==> src/rtl/vga_timing_gen.sv <==
`timescale 1ns/1ps
// Raster timing generator: sync/porch/active counters, registered decode, and
// shadowed timing configuration that swaps in only at the end of a frame.
module vga_timing_gen #(
   parameter int   CW       = 12,
   parameter int   H_ACTIVE = 1920,
   parameter int   H_FP     = 88,
   parameter int   H_SYNC   = 44,
   parameter int   H_BP     = 148,
   parameter int   V_ACTIVE = 1080,
   parameter int   V_FP     = 4,
   parameter int   V_SYNC   = 5,
   parameter int   V_BP     = 36,
   parameter logic HS_POL   = 1'b1,
   parameter logic VS_POL   = 1'b1
) (
   input  logic          clk,
   input  logic          rst,
   input  logic          en,
   input  logic          cfg_we,
   input  logic [2:0]    cfg_addr,
   input  logic [CW-1:0] cfg_data,
   input  logic          cfg_commit,
   output logic          cfg_pending,
   output logic          hsync,
   output logic          vsync,
   output logic          de,
   output logic [CW-1:0] x_pos,
   output logic [CW-1:0] y_pos,
   output logic          line_start,
   output logic          frame_start
);

   localparam logic [CW-1:0] RST_HS_END  = CW'(H_SYNC);
   localparam logic [CW-1:0] RST_HDE_BEG = CW'(H_SYNC + H_BP);
   localparam logic [CW-1:0] RST_HDE_END = CW'(H_SYNC + H_BP + H_ACTIVE);
   localparam logic [CW-1:0] RST_H_LAST  = CW'(H_SYNC + H_BP + H_ACTIVE + H_FP - 1);
   localparam logic [CW-1:0] RST_VS_END  = CW'(V_SYNC);
   localparam logic [CW-1:0] RST_VDE_BEG = CW'(V_SYNC + V_BP);
   localparam logic [CW-1:0] RST_VDE_END = CW'(V_SYNC + V_BP + V_ACTIVE);
   localparam logic [CW-1:0] RST_V_LAST  = CW'(V_SYNC + V_BP + V_ACTIVE + V_FP - 1);

   function automatic logic [CW-1:0] f_rst_cfg(input logic [2:0] a);
      logic [CW-1:0] v;
      case (a)
         3'd0:    v = CW'(H_ACTIVE);
         3'd1:    v = CW'(H_FP);
         3'd2:    v = CW'(H_SYNC);
         3'd3:    v = CW'(H_BP);
         3'd4:    v = CW'(V_ACTIVE);
         3'd5:    v = CW'(V_FP);
         3'd6:    v = CW'(V_SYNC);
         default: v = CW'(V_BP);
      endcase
      return v;
   endfunction

   logic [CW-1:0] r_stg [8];
   logic          r_pending;
   logic [CW-1:0] r_h;
   logic [CW-1:0] r_v;

   // Active timing is held as decode boundaries rather than raw field values.
   logic [CW-1:0] r_hs_end, r_hde_beg, r_hde_end, r_h_last;
   logic [CW-1:0] r_vs_end, r_vde_beg, r_vde_end, r_v_last;

   logic [CW-1:0] w_stg_hde_beg, w_stg_hde_end, w_stg_h_last;
   logic [CW-1:0] w_stg_vde_beg, w_stg_vde_end, w_stg_v_last;
   logic          w_h_wrap, w_v_wrap, w_frame_end, w_load;
   logic          w_hde, w_vde, w_de;

   always_comb begin
      w_stg_hde_beg = r_stg[2] + r_stg[3];
      w_stg_hde_end = w_stg_hde_beg + r_stg[0];
      w_stg_h_last  = w_stg_hde_end + r_stg[1] - 1'b1;
      w_stg_vde_beg = r_stg[6] + r_stg[7];
      w_stg_vde_end = w_stg_vde_beg + r_stg[4];
      w_stg_v_last  = w_stg_vde_end + r_stg[5] - 1'b1;
   end

   // Wrap on >= so a bad configuration can never run the counters away.
   assign w_h_wrap    = (r_h >= r_h_last);
   assign w_v_wrap    = (r_v >= r_v_last);
   assign w_frame_end = en & w_h_wrap & w_v_wrap;
   assign w_load      = w_frame_end & r_pending;

   assign w_hde = (r_h >= r_hde_beg) && (r_h < r_hde_end);
   assign w_vde = (r_v >= r_vde_beg) && (r_v < r_vde_end);
   assign w_de  = w_hde & w_vde;

   always_ff @(posedge clk or posedge rst) begin
      if (rst) begin
         r_h <= '0;
         r_v <= '0;
      end else if (en) begin
         if (w_h_wrap) begin
            r_h <= '0;
            r_v <= w_v_wrap ? '0 : r_v + 1'b1;
         end else begin
            r_h <= r_h + 1'b1;
         end
      end
   end

   // A commit landing on the load cycle itself re-arms pending for the next frame.
   always_ff @(posedge clk or posedge rst) begin
      if (rst) begin
         r_pending <= 1'b0;
         for (int i = 0; i < 8; i++) r_stg[i] <= f_rst_cfg(3'(i));
      end else begin
         r_pending <= (r_pending & ~w_load) | cfg_commit;
         if (cfg_we) r_stg[cfg_addr] <= cfg_data;
      end
   end

   always_ff @(posedge clk or posedge rst) begin
      if (rst) begin
         r_hs_end  <= RST_HS_END;
         r_hde_beg <= RST_HDE_BEG;
         r_hde_end <= RST_HDE_END;
         r_h_last  <= RST_H_LAST;
         r_vs_end  <= RST_VS_END;
         r_vde_beg <= RST_VDE_BEG;
         r_vde_end <= RST_VDE_END;
         r_v_last  <= RST_V_LAST;
      end else if (w_load) begin
         r_hs_end  <= r_stg[2];
         r_hde_beg <= w_stg_hde_beg;
         r_hde_end <= w_stg_hde_end;
         r_h_last  <= w_stg_h_last;
         r_vs_end  <= r_stg[6];
         r_vde_beg <= w_stg_vde_beg;
         r_vde_end <= w_stg_vde_end;
         r_v_last  <= w_stg_v_last;
      end
   end

   // Outputs decode the counter value present before the edge.
   always_ff @(posedge clk or posedge rst) begin
      if (rst) begin
         hsync       <= ~HS_POL;
         vsync       <= ~VS_POL;
         de          <= 1'b0;
         x_pos       <= '0;
         y_pos       <= '0;
         line_start  <= 1'b0;
         frame_start <= 1'b0;
      end else begin
         hsync       <= (r_h < r_hs_end) ? HS_POL : ~HS_POL;
         vsync       <= (r_v < r_vs_end) ? VS_POL : ~VS_POL;
         de          <= en & w_de;
         x_pos       <= w_de ? (r_h - r_hde_beg) : '0;
         y_pos       <= w_vde ? (r_v - r_vde_beg) : '0;
         line_start  <= en & (r_h == '0);
         frame_start <= en & (r_h == '0) & (r_v == '0);
      end
   end

   assign cfg_pending = r_pending;

endmodule

==> config.mk <==
export PLATFORM = sky130hd
export DESIGN_NAME = vga_timing_gen
export DESIGN_NICKNAME = d
export VERILOG_FILES = /design/src/rtl/vga_timing_gen.sv
export SDC_FILE = /design/constraint.sdc
export NUM_CORES = 1
export LEC_CHECK = 0
export CAP_MARGIN = 20
export CELL_PAD_IN_SITES_DETAIL_PLACEMENT = 1
export CELL_PAD_IN_SITES_GLOBAL_PLACEMENT = 1
export CORE_AREA = 3 3 180 200
export DETAILED_ROUTE_END_ITERATION = 6
export DIE_AREA = 0 0 183 203
export HOLD_SLACK_MARGIN = 0.02
export MAX_ROUTING_LAYER = met4
export PLACE_DENSITY = 0.81
export SETUP_SLACK_MARGIN = 0.02
export SYNTH_ARGS = -nofsm -noshare
export SYNTH_HDL_FRONTEND = slang
export SYNTH_SLANG_ARGS = --single-unit
==> constraint.sdc <==
create_clock -name clk -period 13.74 [get_ports clk]
set_input_delay 3.435 -clock clk [delete_from_list [all_inputs] [get_ports clk]]
set_output_delay 3.435 -clock clk [all_outputs]
set_load 0.05 [all_outputs]
==> summary.md <==
| Metric | Value |
|---|---|
| Initial antenna violation count | `1` |
| Clock transition at path regs | `60 ps` |
| Least-Margin Pin Slew | `1080 ps` |
| Setup Viol. Count Final | `0` |
| Detailed Place HPWL | `29,200 um` |
| WHS Path Cells | `2` |
| Worst Path Arrival | `6620 ps` |
| Syn Area/Cell | `9.99 um2` |
| Finished Cell Area | `17,100 um2` |
| Largest net degree at the start of global routing | `112` |
| Min cycle time layout | `6180 ps` |
| CTS tree | `yes` |
| Port bufs | `49` |
| Area added between synthesis and finish | `12.3%` |
| DRT Wirelength | `39,500 um` |
| Ys flop type | `dfrtp_1` |
| Mapped Area | `15,200 um2` |
| Total power | `4.38 mW` |
| ANT cells | `0` |
| Max-Cap Viols | `0` |
| Reg2Reg Setup Slack | `7740 ps` |
| Final slew viol count | `0` |
| Final ANT Viol Nets | `0` |
| Maximum buffer depth of the clock tree | `3` |
| NumNets Final | `1,787` |
| Placed insts | `1,985` |
| Max transition margin | `27.9%` |
| IO Pins | `50` |
| Vias per cell | `5.59` |
| Initial Utilization | `44.7%` |
| Inserted Clock Buffers | `28` |
| Post-synth EDFFs | `0` |
| Vias post-DR | `11.4k` |
| Die height | `203 um` |
| Hold Violations, Final | `0` |
| Worst hold-check path type | `flop to flop` |
| Cts hold-fix bufs | `0` |
| GPL Wtd Cong | `0.851` |
| Final hold slack | `480 ps` |
| Pwr Density | `256 nW/um2` |
| 1st-iter DRT viols | `556` |
| CP max FO | `83` |
| Endpoint type of the worst setup path | `flop` |
| Wire per inst | `19.4 um` |
| Hold Path Sink | `r_h_last[0]$_DFFE_PP1P_` |
| Crit path kind | `input port to flop` |
| PostCTS Resize Cnt | `0` |
| Unrepaired setup endpoints after global routing | `false` |
| Period utilisation layout | `45.0%` |
| Worst Reg-to-Reg Cells | `24` |
| Worst VDD drop | `0.154 mV` |
| Mapped Nets | `1,737` |
| Clk_skew | `20.1 ps` |
| Synth async-reset ratio | `100%` |
| Setup TNS Final | `0 ps` |
| Synthesized flop and latch total | `246` |
| Leakage power total | `8.35 nW` |
| H-tree depth | `1` |
| Fmax | `0.162 GHz` |
| Status | `finished clean` |
| Final Non-Filler Cells | `2,036` |
| Hold Crit Start | `r_h_last[0]$_DFFE_PP1P_` |
| Worst r2r dst | `r_v_last[11]$_DFFE_PP0P_` |
| Die area | `37,100 um2` |
| Fill cell count | `3,782` |
| Die W | `183 um` |
| FF-to-FF Start | `r_stg[12]$_DFFE_PP1P_` |
| DR pass1 iterations | `4` |
| # rows | `71` |
| Placeable Area | `34,100 um2` |
| Number of global-route vias before repair | `12.3k` |
| Mapped Cells | `1,527` |
| Wire length of the first global-routing pass | `64,000 um` |
| Worst skew pair latency | `560 ps` |
| Ratio of cells with drive above 1 in the final layout | `13.0%` |
| CP startpoint kind | `input port` |
| GR Util All Layers | `21.9%` |
| Post-DP Area | `16,200 um2` |
| GRT overflow | `0` |
| Post-CTS setup buffer count | `0` |
| Seq/Total Area, Yosys | `40.8%` |
| Netlist cell types | `76` |
| CTS root buf | `clkbuf_16` |
| Yosys warnings | `0` |
| WP data required | `14,180 ps` |
| Post-route DRC | `0` |
| Clock Sinks | `246` |
## stage by stage
step           setup WS, ps  utilization, %
2_1_floorplan          3630               -
3_3_place_gp           7090            47.5
3_5_place_dp           7000            47.5
4_1_cts                7570            50.2
5_1_grt                7230            50.2
6_report               7560            50.2
## final cells by class
cell class              instances  area [um2]  area share (%)
flip-flops and latches        246        6220            36.3
well taps                     438         548            3.20
clock buffers                  46         890            5.20
repair buffers                 55         536            3.13
inverters                     198         751            4.38
multi-input cells            1048        8160            47.6
clock inverters                 5        25.0           0.146
## placed cells by master, fill, tap and decap left out, types with 10 or more instances in the layout
| cell | count |
|---|---|
| dfstp_2 | 48 |
| nand2b_1 | 22 |
| xnor2_1 | 43 |
| nor4_1 | 11 |
| o21a_1 | 11 |
| clkbuf_16 | 29 |
| clkdlybuf4s50_1 | 49 |
| inv_1 | 197 |
| nor3_1 | 26 |
| dfrtp_1 | 198 |
| mux2i_1 | 24 |
| nor2b_1 | 16 |
| o21ai_1 | 74 |
| o21ai_0 | 54 |
| ha_1 | 182 |
| nand3_1 | 13 |
| xor2_1 | 32 |
| clkbuf_8 | 10 |
| a21o_1 | 40 |
| nand2_1 | 126 |
| a21oi_1 | 65 |
| mux2_2 | 85 |
| nor2_1 | 60 |
## worst max-delay path, cell delays in order
cell             delay [ps]
clkdlybuf4s50_1         570
inv_1                   150
a31oi_2                 160
buf_4                   240
and3_4                  780
buf_4                   850
mux2_1                  390
## worst max path at each step
stage	start	end	cells past startpoint
global route	r_stg[12]$_DFFE_PP1P_	r_v_last[11]$_DFFE_PP0P_	23
CTS	en	r_hs_end[0]$_DFFE_PP0P_	7
finish	en	r_hs_end[0]$_DFFE_PP0P_	7
floorplan	rst	cfg_pending$_DFF_PP0_	1
global placement	en	r_hde_end[0]$_DFFE_PP0P_	7
detailed placement	en	r_hs_end[0]$_DFFE_PP0P_	7
## Yosys cell counts, types with 5 or more instances
library cell	instances	area (um2)
nor2_1	60	225
nand2b_1	22	138
nand2_1	126	473
o21a_1	11	82.6
or3_1	5	31.3
mux2_2	85	957
buf_1	9	33.8
and3_1	9	56.3
dfstp_2	48	1260
dfrtp_1	198	4950
a211oi_1	9	67.6
clkbuf_1	17	63.8
nor3_1	28	140
ha_1	182	2280
inv_1	198	743
nor2b_1	16	100
fa_1	8	160
mux2_1	9	101
a21o_1	40	300
mux2i_1	24	240
nand4_1	9	56.3
xor2_1	32	280
nor3b_1	7	52.6
o31ai_1	8	60.1
a31oi_1	9	56.3
o21ai_0	54	270
a21oi_1	65	325
nand3_1	13	65.1
nor4_1	11	68.8
xnor2_1	43	377
o21ai_1	74	370
o21bai_1	8	60.1
buf_2	6	30.0
## routing by layer
metal	global-route usage [%]	wire [um]	part of all wire (%)	vias to the layer above
li1	-	-	-	5375
met1	28.8	18300	46	5759
met2	36.5	19000	48	190
met3	2.08	1350	3.4	55
met4	6.10	871	2.2	0
met5	-	0	0	-
## registers in the layout (all words and copies together) (netlist names)
name / cells
r_vs_end: 12
x_pos: 12
de: 1
r_hde_end: 12
r_hde_beg: 12
r_hs_end: 12
frame_start: 1
r_vde_beg: 12
r_v: 12
r_vde_end: 12
cfg_pending: 1
r_stg: 96
y_pos: 12
r_v_last: 12
vsync: 1
line_start: 1
hsync: 1
r_h_last: 12
r_h: 12
## power breakdown
part / internal [mW] / total (mW) / switching (mW)
Combinational: 1.15 / 2.75 / 1.60
Sequential: 0.810 / 0.890 / 0.0806
Clock: 0.438 / 0.743 / 0.305
Total: 2.40 / 4.38 / 1.98
## cells by family after synthesis
kind of cell / share of synthesized area (%)
simple gates: 10.7
compound gates: 13.3
flops: 40.8
buf+inv: 5.91
fa+ha+maj: 16.0
mux: 8.62
xor+xnor: 4.69
No activity file was read; power rests on OpenSTA's default activity.
